## src/rtl/load_store_unit_if.sv

```systemverilog
// rtl/load_store_unit_if.sv - core-side and memory-side signal bundle of the load/store unit
interface load_store_unit_if;
  logic        lsu_req_i;
  logic        lsu_we_i;
  logic [2:0]  lsu_size_i;
  logic [31:0] lsu_addr_i;
  logic [31:0] lsu_data_i;
  logic [31:0] lsu_data_o;
  logic        lsu_stall_o;
  logic        lsu_misalign_o;
  logic        mem_req_o;
  logic        mem_we_o;
  logic [3:0]  mem_be_o;
  logic [31:0] mem_addr_o;
  logic [31:0] mem_wd_o;
  logic [31:0] mem_rd_i;

  // master: the load/store unit itself
  modport master (
    input  lsu_req_i, lsu_we_i, lsu_size_i, lsu_addr_i, lsu_data_i, mem_rd_i,
    output lsu_data_o, lsu_stall_o, lsu_misalign_o,
           mem_req_o, mem_we_o, mem_be_o, mem_addr_o, mem_wd_o
  );

  // slave: the surrounding core and data memory
  modport slave (
    output lsu_req_i, lsu_we_i, lsu_size_i, lsu_addr_i, lsu_data_i, mem_rd_i,
    input  lsu_data_o, lsu_stall_o, lsu_misalign_o,
           mem_req_o, mem_we_o, mem_be_o, mem_addr_o, mem_wd_o
  );
endinterface

```

## src/rtl/load_store_unit.sv

```systemverilog
// rtl/load_store_unit.sv - RISC-V load/store unit driving a fixed-latency word memory
module load_store_unit #(
  parameter int unsigned MEM_LATENCY = 1
) (
  input  logic             clk_i,
  input  logic             rst_i,
  load_store_unit_if.master bus
);

  typedef enum logic [1:0] {IDLE, WAIT, DONE} state_t;

  state_t      state_q, state_d;
  logic [3:0]  cnt_q, cnt_d;
  logic [1:0]  off_q;
  logic [2:0]  size_q;
  logic        we_q;
  logic [31:0] data_q;

  logic        size_ok, illegal, misaligned, accept;
  logic [3:0]  be;
  logic [31:0] wd;
  logic [7:0]  rd_byte;
  logic [15:0] rd_half;
  logic [31:0] rd_ext;

  logic        stall, misalign, mem_req, mem_we;
  logic [3:0]  mem_be;
  logic [31:0] mem_addr, mem_wd;

  assign size_ok = (bus.lsu_size_i == 3'b000) || (bus.lsu_size_i == 3'b001) ||
                   (bus.lsu_size_i == 3'b010) || (bus.lsu_size_i == 3'b100) ||
                   (bus.lsu_size_i == 3'b101);
  // unsigned sizes only make sense for loads
  assign illegal    = !size_ok || (bus.lsu_we_i && bus.lsu_size_i[2]);
  assign misaligned = ((bus.lsu_size_i[1:0] == 2'b01) && bus.lsu_addr_i[0]) ||
                      ((bus.lsu_size_i == 3'b010) && (bus.lsu_addr_i[1:0] != 2'b00));

  always_comb begin
    be = 4'b1111;
    wd = bus.lsu_data_i;
    case (bus.lsu_size_i[1:0])
      2'b00: begin
        be = 4'b0001 << bus.lsu_addr_i[1:0];
        wd = {4{bus.lsu_data_i[7:0]}};
      end
      2'b01: begin
        be = 4'b0011 << bus.lsu_addr_i[1:0];
        wd = {2{bus.lsu_data_i[15:0]}};
      end
      default: ;
    endcase
  end

  always_comb begin
    rd_byte = bus.mem_rd_i[7:0];
    case (off_q)
      2'd1:    rd_byte = bus.mem_rd_i[15:8];
      2'd2:    rd_byte = bus.mem_rd_i[23:16];
      2'd3:    rd_byte = bus.mem_rd_i[31:24];
      default: ;
    endcase
    rd_half = off_q[1] ? bus.mem_rd_i[31:16] : bus.mem_rd_i[15:0];
    case (size_q)
      3'b000:  rd_ext = {{24{rd_byte[7]}}, rd_byte};
      3'b100:  rd_ext = {24'd0, rd_byte};
      3'b001:  rd_ext = {{16{rd_half[15]}}, rd_half};
      3'b101:  rd_ext = {16'd0, rd_half};
      default: rd_ext = bus.mem_rd_i;
    endcase
  end

  always_comb begin
    state_d  = state_q;
    cnt_d    = cnt_q;
    accept   = 1'b0;
    stall    = 1'b0;
    misalign = 1'b0;
    mem_req  = 1'b0;
    mem_we   = 1'b0;
    mem_be   = 4'b0000;
    mem_addr = 32'd0;
    mem_wd   = 32'd0;
    case (state_q)
      IDLE: begin
        if (bus.lsu_req_i) begin
          if (illegal || misaligned) begin
            misalign = 1'b1;
          end else begin
            accept   = 1'b1;
            stall    = 1'b1;
            mem_req  = 1'b1;
            mem_we   = bus.lsu_we_i;
            mem_be   = be;
            mem_addr = {bus.lsu_addr_i[31:2], 2'b00};
            mem_wd   = wd;
            cnt_d    = 4'(MEM_LATENCY - 1);
            state_d  = (MEM_LATENCY > 1) ? WAIT : DONE;
          end
        end
      end
      WAIT: begin
        stall = 1'b1;
        cnt_d = cnt_q - 4'd1;
        if (cnt_q == 4'd1) begin
          state_d = DONE;
        end
      end
      DONE: begin
        state_d = IDLE;
      end
      default: begin
        state_d = IDLE;
      end
    endcase
    // while reset is held the state is IDLE, but a pending request must not strobe memory
    if (!rst_i) begin
      accept   = 1'b0;
      stall    = 1'b0;
      misalign = 1'b0;
      mem_req  = 1'b0;
      mem_we   = 1'b0;
      mem_be   = 4'b0000;
      mem_addr = 32'd0;
      mem_wd   = 32'd0;
    end
  end

  always_ff @(posedge clk_i or negedge rst_i) begin
    if (!rst_i) begin
      state_q <= IDLE;
      cnt_q   <= 4'd0;
      off_q   <= 2'd0;
      size_q  <= 3'd0;
      we_q    <= 1'b0;
      data_q  <= 32'd0;
    end else begin
      state_q <= state_d;
      cnt_q   <= cnt_d;
      if (accept) begin
        off_q  <= bus.lsu_addr_i[1:0];
        size_q <= bus.lsu_size_i;
        we_q   <= bus.lsu_we_i;
      end
      if ((state_q == DONE) && !we_q) begin
        data_q <= rd_ext;
      end
    end
  end

  // the load result is visible combinationally in DONE and held afterwards
  assign bus.lsu_data_o     = ((state_q == DONE) && !we_q) ? rd_ext : data_q;
  assign bus.lsu_stall_o    = stall;
  assign bus.lsu_misalign_o = misalign;
  assign bus.mem_req_o      = mem_req;
  assign bus.mem_we_o       = mem_we;
  assign bus.mem_be_o       = mem_be;
  assign bus.mem_addr_o     = mem_addr;
  assign bus.mem_wd_o       = mem_wd;

endmodule

```

## src/flat_wrapper.sv

```systemverilog
// flat-port wrapper written by rule: the top's interface ports become plain ports
module load_store_unit_flat 
#(
  parameter int unsigned MEM_LATENCY = 1
)
  (clk_i, rst_i, bus_lsu_req_i, bus_lsu_we_i, bus_lsu_size_i, bus_lsu_addr_i, bus_lsu_data_i, bus_mem_rd_i, bus_lsu_data_o, bus_lsu_stall_o, bus_lsu_misalign_o, bus_mem_req_o, bus_mem_we_o, bus_mem_be_o, bus_mem_addr_o, bus_mem_wd_o);
  load_store_unit_if bus_i ();
  input  logic clk_i;
  input  logic rst_i;
  input wire logic [$bits(bus_i.lsu_req_i)-1:0] bus_lsu_req_i;
  input wire logic [$bits(bus_i.lsu_we_i)-1:0] bus_lsu_we_i;
  input wire logic [$bits(bus_i.lsu_size_i)-1:0] bus_lsu_size_i;
  input wire logic [$bits(bus_i.lsu_addr_i)-1:0] bus_lsu_addr_i;
  input wire logic [$bits(bus_i.lsu_data_i)-1:0] bus_lsu_data_i;
  input wire logic [$bits(bus_i.mem_rd_i)-1:0] bus_mem_rd_i;
  output wire logic [$bits(bus_i.lsu_data_o)-1:0] bus_lsu_data_o;
  output wire logic [$bits(bus_i.lsu_stall_o)-1:0] bus_lsu_stall_o;
  output wire logic [$bits(bus_i.lsu_misalign_o)-1:0] bus_lsu_misalign_o;
  output wire logic [$bits(bus_i.mem_req_o)-1:0] bus_mem_req_o;
  output wire logic [$bits(bus_i.mem_we_o)-1:0] bus_mem_we_o;
  output wire logic [$bits(bus_i.mem_be_o)-1:0] bus_mem_be_o;
  output wire logic [$bits(bus_i.mem_addr_o)-1:0] bus_mem_addr_o;
  output wire logic [$bits(bus_i.mem_wd_o)-1:0] bus_mem_wd_o;
  assign bus_i.lsu_req_i = bus_lsu_req_i;
  assign bus_i.lsu_we_i = bus_lsu_we_i;
  assign bus_i.lsu_size_i = bus_lsu_size_i;
  assign bus_i.lsu_addr_i = bus_lsu_addr_i;
  assign bus_i.lsu_data_i = bus_lsu_data_i;
  assign bus_i.mem_rd_i = bus_mem_rd_i;
  assign bus_lsu_data_o = bus_i.lsu_data_o;
  assign bus_lsu_stall_o = bus_i.lsu_stall_o;
  assign bus_lsu_misalign_o = bus_i.lsu_misalign_o;
  assign bus_mem_req_o = bus_i.mem_req_o;
  assign bus_mem_we_o = bus_i.mem_we_o;
  assign bus_mem_be_o = bus_i.mem_be_o;
  assign bus_mem_addr_o = bus_i.mem_addr_o;
  assign bus_mem_wd_o = bus_i.mem_wd_o;
  load_store_unit #(.MEM_LATENCY(MEM_LATENCY)) u_core (.clk_i(clk_i), .rst_i(rst_i), .bus(bus_i));
endmodule
```

## config.mk

```make
export PLATFORM = sky130hd
export DESIGN_NAME = load_store_unit_flat
export DESIGN_NICKNAME = d
export VERILOG_FILES = /design/src/rtl/load_store_unit_if.sv /design/src/rtl/load_store_unit.sv /design/src/flat_wrapper.sv
export SDC_FILE = /design/constraint.sdc
export NUM_CORES = 1
export LEC_CHECK = 0
export CAP_MARGIN = 0
export CELL_PAD_IN_SITES_DETAIL_PLACEMENT = 0
export CELL_PAD_IN_SITES_GLOBAL_PLACEMENT = 1
export CORE_ASPECT_RATIO = 1.25
export CORE_MARGIN = 1.5
export CORE_UTILIZATION = 26
export CTS_BUF_LIST = sky130_fd_sc_hd__clkbuf_16
export DETAILED_ROUTE_END_ITERATION = 8
export GPL_ROUTABILITY_DRIVEN = 0
export PLACE_DENSITY_LB_ADDON = 0.25
export SLEW_MARGIN = 5
export SYNTH_ARGS = -nofsm -noshare
export SYNTH_HDL_FRONTEND = slang
export SYNTH_SLANG_ARGS = --single-unit
```

## constraint.sdc

```tcl
create_clock -name clk_i -period 3.8 [get_ports clk_i]
set_input_delay 0.57 -clock clk_i [delete_from_list [all_inputs] [get_ports clk_i]]
set_output_delay 0.57 -clock clk_i [all_outputs]
set_load 0.01 [all_outputs]
```

==> results.json, run 1 <==
{
  "synth_top_area_share_pct": 32.5,
  "slew_violations": 0,
  "fin_crit_sh_pct": 93.6,
  "post-cts-setup-buffers": 0,
  "die_area_um2": 12200,
  "synth_warnings": 0,
  "p_switching_w": 0.000788,
  "required_ns": 3.23,
  "peakVddDrop_uv": 245,
  "h-tree-depth": 2,
  "dieWidth_um": 99.1,
  "setup_viol": 0,
  "fmax_ghz": 0.281,
  "drc": 0,
  "drive_gt1_share_pct": 8.41,
  "crit_type": "primary input to output port",
  "grt_pass1_vias": 3503,
  "dp_hpwl_mm": 9.12,
  "core_area_um2": 11200,
  "nFillCells": 1113,
  "rr_worst_depth": 3,
  "min_path_type": "primary input to async pin",
  "synth_cell_type_count": 46,
  "p_seq_share_pct": 28.6,
  "grt_max_degree": 48,
  "synth-edff-count": 0,
  "dr.first_iter.drc_count": 129,
  "fin_crit_ns": 3.56,
  "preCtsSetupSlack_ns": 0.244,
  "worst_pin_slew_ns": 0.809,
  "cts_tree": "yes",
  "syn-cell-area_um2": 3000,
  "grt_antenna_before_repair": 0,
  "die_h_um": 123,
  "synth_seq_cells": 39,
  "power_frac_clock_pct": 22.8,
  "critical_path_cell_count": 6,
  "area_delta_synth_final_pct": 76.0,
  "endpoint_kind": "output port",
  "crit_chain": "clkdlybuf4s50_1 -> or4_4 -> a21o_1 -> clkinv_4 -> and2_1 -> clkdlybuf4s50_1",
  "start_util_pct": 26.8,
  "fin_skew_ns": 0.00254,
  "setup_slack_ns": 0.243,
  "rsz0062_at_grt": "no",
  "p_leak_nw": 2.05,
  "postCtsHoldBufs": 0,
  "timing.max_slew.rel_slack_pct": 46.1,
  "path_common_cell": "clkdlybuf4s50_1",
  "track_usage_pct": 19.1,
  "synth_cells": 361,
  "cp.buffers_inverters": 3,
  "fin_tns_setup_ns": 0,
  "final_cell_mix": "clkdlybuf4s50_1 (203), nor2_1 (52), and2_1 (39), dfrtp_1 (39), a21oi_1 (36)",
  "diodes": 0,
  "arrival_ns": 2.99,
  "routed_wl_mm": 12.0,
  "cp_max_fo": 47,
  "hold_viol_final": 0,
  "pwr-share-comb_pct": 48.5,
  "numCtsBuffers": 5,
  "fin_nets": 649,
  "netlist_top_cells_area": "dfrtp_1 (33%), and2_1 (8.1%), mux2_2 (7.9%)",
  "root_buffer": "clkbuf_16",
  "clockBufferDepth": 2,
  "first_pass_iters": 5,
  "cp_top_family": "buffers and inverters",
  "layout_commonest_cell": "clkdlybuf4s50_1",
  "clock-sinks": 39,
  "clk_pin_slew_ns": 0.06,
  "swShare_pct": 33.3,
  "io_pins": 207,
  "status": "finished clean",
  "numPortBuffers": 204,
  "clk_latency_ns": 0.29,
  "avgSynthCellArea_um2": 8.32,
  "yosysSeqAreaShare_pct": 32.5,
  "overflow": 0,
  "cpMaxStageDelayCell": "or4_4",
  "powerDensity_nw_per_um2": 447,
  "fp-row-count": 43,
  "grt_pass1_wl_mm": 18.1,
  "vias_per_cell": 5.10,
  "synth_flop_cell": "dfrtp_1",
  "drv_cap": 0,
  "p_int_w": 0.00157,
  "critPathLaunchType": "primary input",
  "cts.repair.resized": 0,
  "wl_per_cell_um": 17.6,
  "vias": 3476,
  "cpPeakStageDelay_ns": 0.59,
  "async_flop_share_pct": 100,
  "ant_nets": 0,
  "synth_top_area_cell": "dfrtp_1"
}
-- state kept, by name (all words and copies together) (netlist names) --
register,count
u_core.size_q,3
u_core.we_q,1
u_core.state_q,1
u_core.data_q,32
u_core.off_q,2
-- final timing paths --
check                             startpoint           endpoint  slack, ns
min in group clk_i          u_core.data_q[5]   u_core.data_q[5]       0.51
min                                    rst_i  u_core.data_q[27]       0.43
max                        bus_lsu_size_i[0]    bus_mem_wd_o[6]       0.24
max in group asynchronous              rst_i   u_core.size_q[0]       3.01
min reg2reg                 u_core.data_q[5]   u_core.data_q[5]       0.51
max reg2reg                 u_core.size_q[0]   u_core.data_q[6]       1.84
-- power by group through the flow --
stage               combinational [W]  clock (W)  sequential (W)
floorplan                    0.000597          0        0.000630
global placement              0.00114          0        0.000675
detailed placement            0.00115          0        0.000681
CTS                           0.00116   0.000550        0.000676
global route                  0.00124   0.000563        0.000697
finish                        0.00115   0.000540        0.000676
-- worst register-to-register path: stages (launching register included) --
cell,delay (ns)
dfrtp_1,0.86
and4b_1,0.28
a2111oi_0,0.48
a211oi_1,0.19
-- kinds of logic (layout without fill, tap and decap cells) --
group	after synthesis	after routing	synth area share (%)
AOI/OAI and AO/OA	101	101	20.6
xor gates and xnor gates	1	1	0.292
buffers and inverters	42	227	7.46
DFF	39	39	32.5
muxes	41	41	14.6
other	1	2	0.125
and+or+nand+nor	136	136	24.5
-- stage by stage --
stage	utilization, %	power (W)	hold slack (ns)	instance area [um^2]	std cells
final	47.2	0.00236	0.427	5290	682
after global placement	45.6	0.00182	0.499	5100	674
after global routing	47.2	0.00250	0.493	5290	682
after floorplan	-	0.00123	0.274	3010	362
after detailed placement	45.6	0.00183	0.489	5100	674
after CTS	47.2	0.00238	0.475	5290	682
-- cell usage after synthesis (2+ instances only) --
cell / n
nor4_1: 7
a31oi_1: 15
o32ai_1: 5
nand2b_1: 4
nor3_1: 3
a32oi_1: 2
buf_2: 4
and3b_1: 7
clkbuf_1: 22
nor3b_1: 2
buf_1: 4
a21oi_1: 36
dfrtp_1: 39
nor2b_1: 4
a211oi_1: 6
nand3_1: 3
mux2i_1: 19
buf_4: 3
buf_6: 6
mux2_2: 21
nand2_1: 8
nor2_1: 52
a22oi_1: 2
and2_1: 39
o22ai_1: 16
inv_1: 2
o21ai_0: 11
-- metal layers --
metal	GRT usage, %	routed length, um	up-vias
met5	0	0	-
met4	6.95	305	0
met3	4.97	1190	16
met2	32.7	5730	188
met1	23.1	4810	1604
li1	-	-	1668
-- final cells by class --
| cell class | count | area [um^2] | area share (%) |
|---|---|---|---|
| Sequential cell | 39 | 976 | 18.5 |
| Inverter | 3 | 16.3 | 0.308 |
| Tap cell | 135 | 169 | 3.20 |
| Clock buffer | 5 | 125 | 2.37 |
| Multi-Input combinational cell | 281 | 1810 | 34.2 |
| Timing Repair Buffer | 216 | 2130 | 40.2 |
| Clock inverter | 3 | 63.8 | 1.21 |
Note: power is estimated with default switching activity, not from simulation.
==> run 2, diff against run 1 <==
--- a/config.mk
+++ b/config.mk
@@ -6,11 +6,11 @@
 export NUM_CORES = 1
 export LEC_CHECK = 0
 export CAP_MARGIN = 0
-export CELL_PAD_IN_SITES_DETAIL_PLACEMENT = 0
-export CELL_PAD_IN_SITES_GLOBAL_PLACEMENT = 1
+export CELL_PAD_IN_SITES_DETAIL_PLACEMENT = 2
+export CELL_PAD_IN_SITES_GLOBAL_PLACEMENT = 2
 export CORE_ASPECT_RATIO = 1.25
 export CORE_MARGIN = 1.5
-export CORE_UTILIZATION = 26
+export CORE_UTILIZATION = 20
 export CTS_BUF_LIST = sky130_fd_sc_hd__clkbuf_16
 export DETAILED_ROUTE_END_ITERATION = 8
 export GPL_ROUTABILITY_DRIVEN = 0
==> run 2 against run 1 <==
Compared with the run above: sequential cell count did not move; combinational power barely moved; utilization fell by 11 points; via count rose by 1.4%; largest cell class unchanged; register-to-register slack got worse by 0.24 ns; maximum frequency fell by 1.2%; largest power group unchanged; worst setup slack got worse by 0.045 ns.
==> results.json, run 2 (synthesized netlist as in run 1, its figures left out) <==
{
  "hold_viol_final": 0,
  "cpMaxStageDelayCell": "or4_4",
  "dr.first_iter.drc_count": 69,
  "largest_reg_flops": 32,
  "fin_util_pct": 36.3,
  "crit_type": "primary input to output port",
  "ant_nets": 0,
  "endpoint_kind": "output port",
  "vias": 3523,
  "p_leak_nw": 2.02,
  "crit_start": "bus_lsu_size_i[2]",
  "drc": 0,
  "arrival_ns": 3.03,
  "crit_chain": "clkdlybuf4s50_1 -> or4_4 -> a21o_1 -> clkinv_4 -> and2_1 -> clkdlybuf4s50_1",
  "drive_gt1_share_pct": 7.88,
  "grt_pass1_vias": 3949,
  "fin_nets": 648,
  "fin_skew_ns": 0.00620,
  "clk_pin_slew_ns": 0.06,
  "fin_tns_setup_ns": 0,
  "io_pins": 207,
  "fin_crit_ns": 3.60,
  "die_area_um2": 15800,
  "timing.max_slew.rel_slack_pct": 45.3,
  "fmax_ghz": 0.278,
  "start_util_pct": 20.7,
  "postCtsHoldBufs": 0,
  "diodes": 0,
  "dp_hpwl_mm": 11.0,
  "clk_latency_ns": 0.28,
  "critPathLaunchType": "primary input",
  "vias_per_cell": 4.87,
  "cp_top_family": "buffers and inverters",
  "clock-sinks": 39,
  "root_buffer": "clkbuf_16",
  "cts_tree": "yes",
  "top_regs": "u_core.data_q (32), u_core.size_q (3), u_core.off_q (2)",
  "rr_startpoint": "u_core.size_q[0]",
  "design_area_um2": 5280,
  "status": "finished clean",
  "totalPowerFinal_w": 0.00224,
  "track_usage_pct": 17.4,
  "dpl_cell_area_um2": 5140,
  "numCtsBuffers": 5,
  "overflow": 0,
  "grt_pass1_wl_mm": 21.7,
  "required_ns": 3.23,
  "rrSetupSlack_ns": 1.60,
  "cts.repair.resized": 0,
  "rsz0062_at_grt": "no",
  "fp-row-count": 49,
  "worst_pin_slew_ns": 0.820,
  "post-cts-setup-buffers": 0,
  "cpPeakStageDelay_ns": 0.56,
  "drv_cap": 0,
  "setup_viol": 0,
  "path_common_cell": "clkdlybuf4s50_1",
  "h-tree-depth": 2,
  "min_path_type": "primary input to async pin",
  "cp_max_fo": 47,
  "slew_violations": 0,
  "dieWidth_um": 113,
  "final_cell_mix": "clkdlybuf4s50_1 (203), nor2_1 (52), and2_1 (39), dfrtp_1 (39), a21oi_1 (36)",
  "core_area_um2": 14500,
  "powerDensity_nw_per_um2": 425,
  "routed_wl_mm": 14.1,
  "die_h_um": 140,
  "numPortBuffers": 204,
  "cp.buffers_inverters": 3,
  "wl_per_cell_um": 19.4,
  "layout_commonest_cell": "clkdlybuf4s50_1",
  "grt_max_degree": 48,
  "fin_crit_sh_pct": 94.8,
  "first_pass_iters": 4,
  "area_delta_synth_final_pct": 75.8,
  "peakVddDrop_uv": 161,
  "grt_antenna_before_repair": 0,
  "clockBufferDepth": 2,
  "regMostFlops": "u_core.data_q"
}
## run 2: cell count changes in the layout (fill, tap and decap cells not counted)
cell       previous run  this run
buf_4                12        11
bufinv_16             2         0
clkinv_1              0         2
## run 2: final timing paths
path / to / cells past startpoint
worst min-delay path: u_core.data_q[22] / 2
min in group clk_i: u_core.data_q[5] / 1
worst max register to register: u_core.data_q[14] / 3
max in group asynchronous: u_core.we_q / 2
worst min register to register: u_core.data_q[5] / 1
worst max-delay path: bus_mem_wd_o[6] / 6
## run 2: layout make-up
type | count | area [um^2]
Multi-Input combinational cell | 281 | 1810
Timing Repair Buffer | 215 | 2120
Tap cell | 178 | 223
Clock buffer | 5 | 125
Fill cell | 1638 | 9250
Inverter | 3 | 16.3
Clock inverter | 3 | 11.3
Sequential cell | 39 | 976
## run 2: where the power goes
group | switching [W] | total [W] | leakage (nW) | internal (W)
combinational | 0.000527 | 0.00114 | 1.50 | 0.000612
clock | 0.000162 | 0.000399 | 0.0701 | 0.000236
sequential | 0.000118 | 0.000704 | 0.447 | 0.000586
total | 0.000808 | 0.00224 | 2.02 | 0.00143
## run 2: layer usage
| layer | GRT usage, % | share of wire [%] | vias to the layer above |
|---|---|---|---|
| met5 | 0 | 0 | - |
| met3 | 5.54 | 9.4 | 21 |
| met1 | 20.6 | 40 | 1674 |
| met2 | 29.8 | 47 | 171 |
| met4 | 5.73 | 2.7 | 0 |
| li1 | - | - | 1657 |
## run 2: worst register-to-register path, delay by kind of cell, from the launching register on
family	cells	cell delay, ns
AOI/OAI and AO/OA	2	0.96
and+or+nand+nor	1	0.16
DFF	1	0.88
## run 2: through the flow
| stage | hold slack, ns | cells | worst slack [ns] |
|---|---|---|---|
| 2_1_floorplan | 0.274 | 362 | 1.39 |
| 3_3_place_gp | 0.501 | 716 | 0.251 |
| 3_5_place_dp | 0.507 | 716 | 0.177 |
| 4_1_cts | 0.456 | 724 | 0.180 |
| 5_1_grt | 0.470 | 724 | 0.0156 |
| 6_report | 0.415 | 724 | 0.199 |
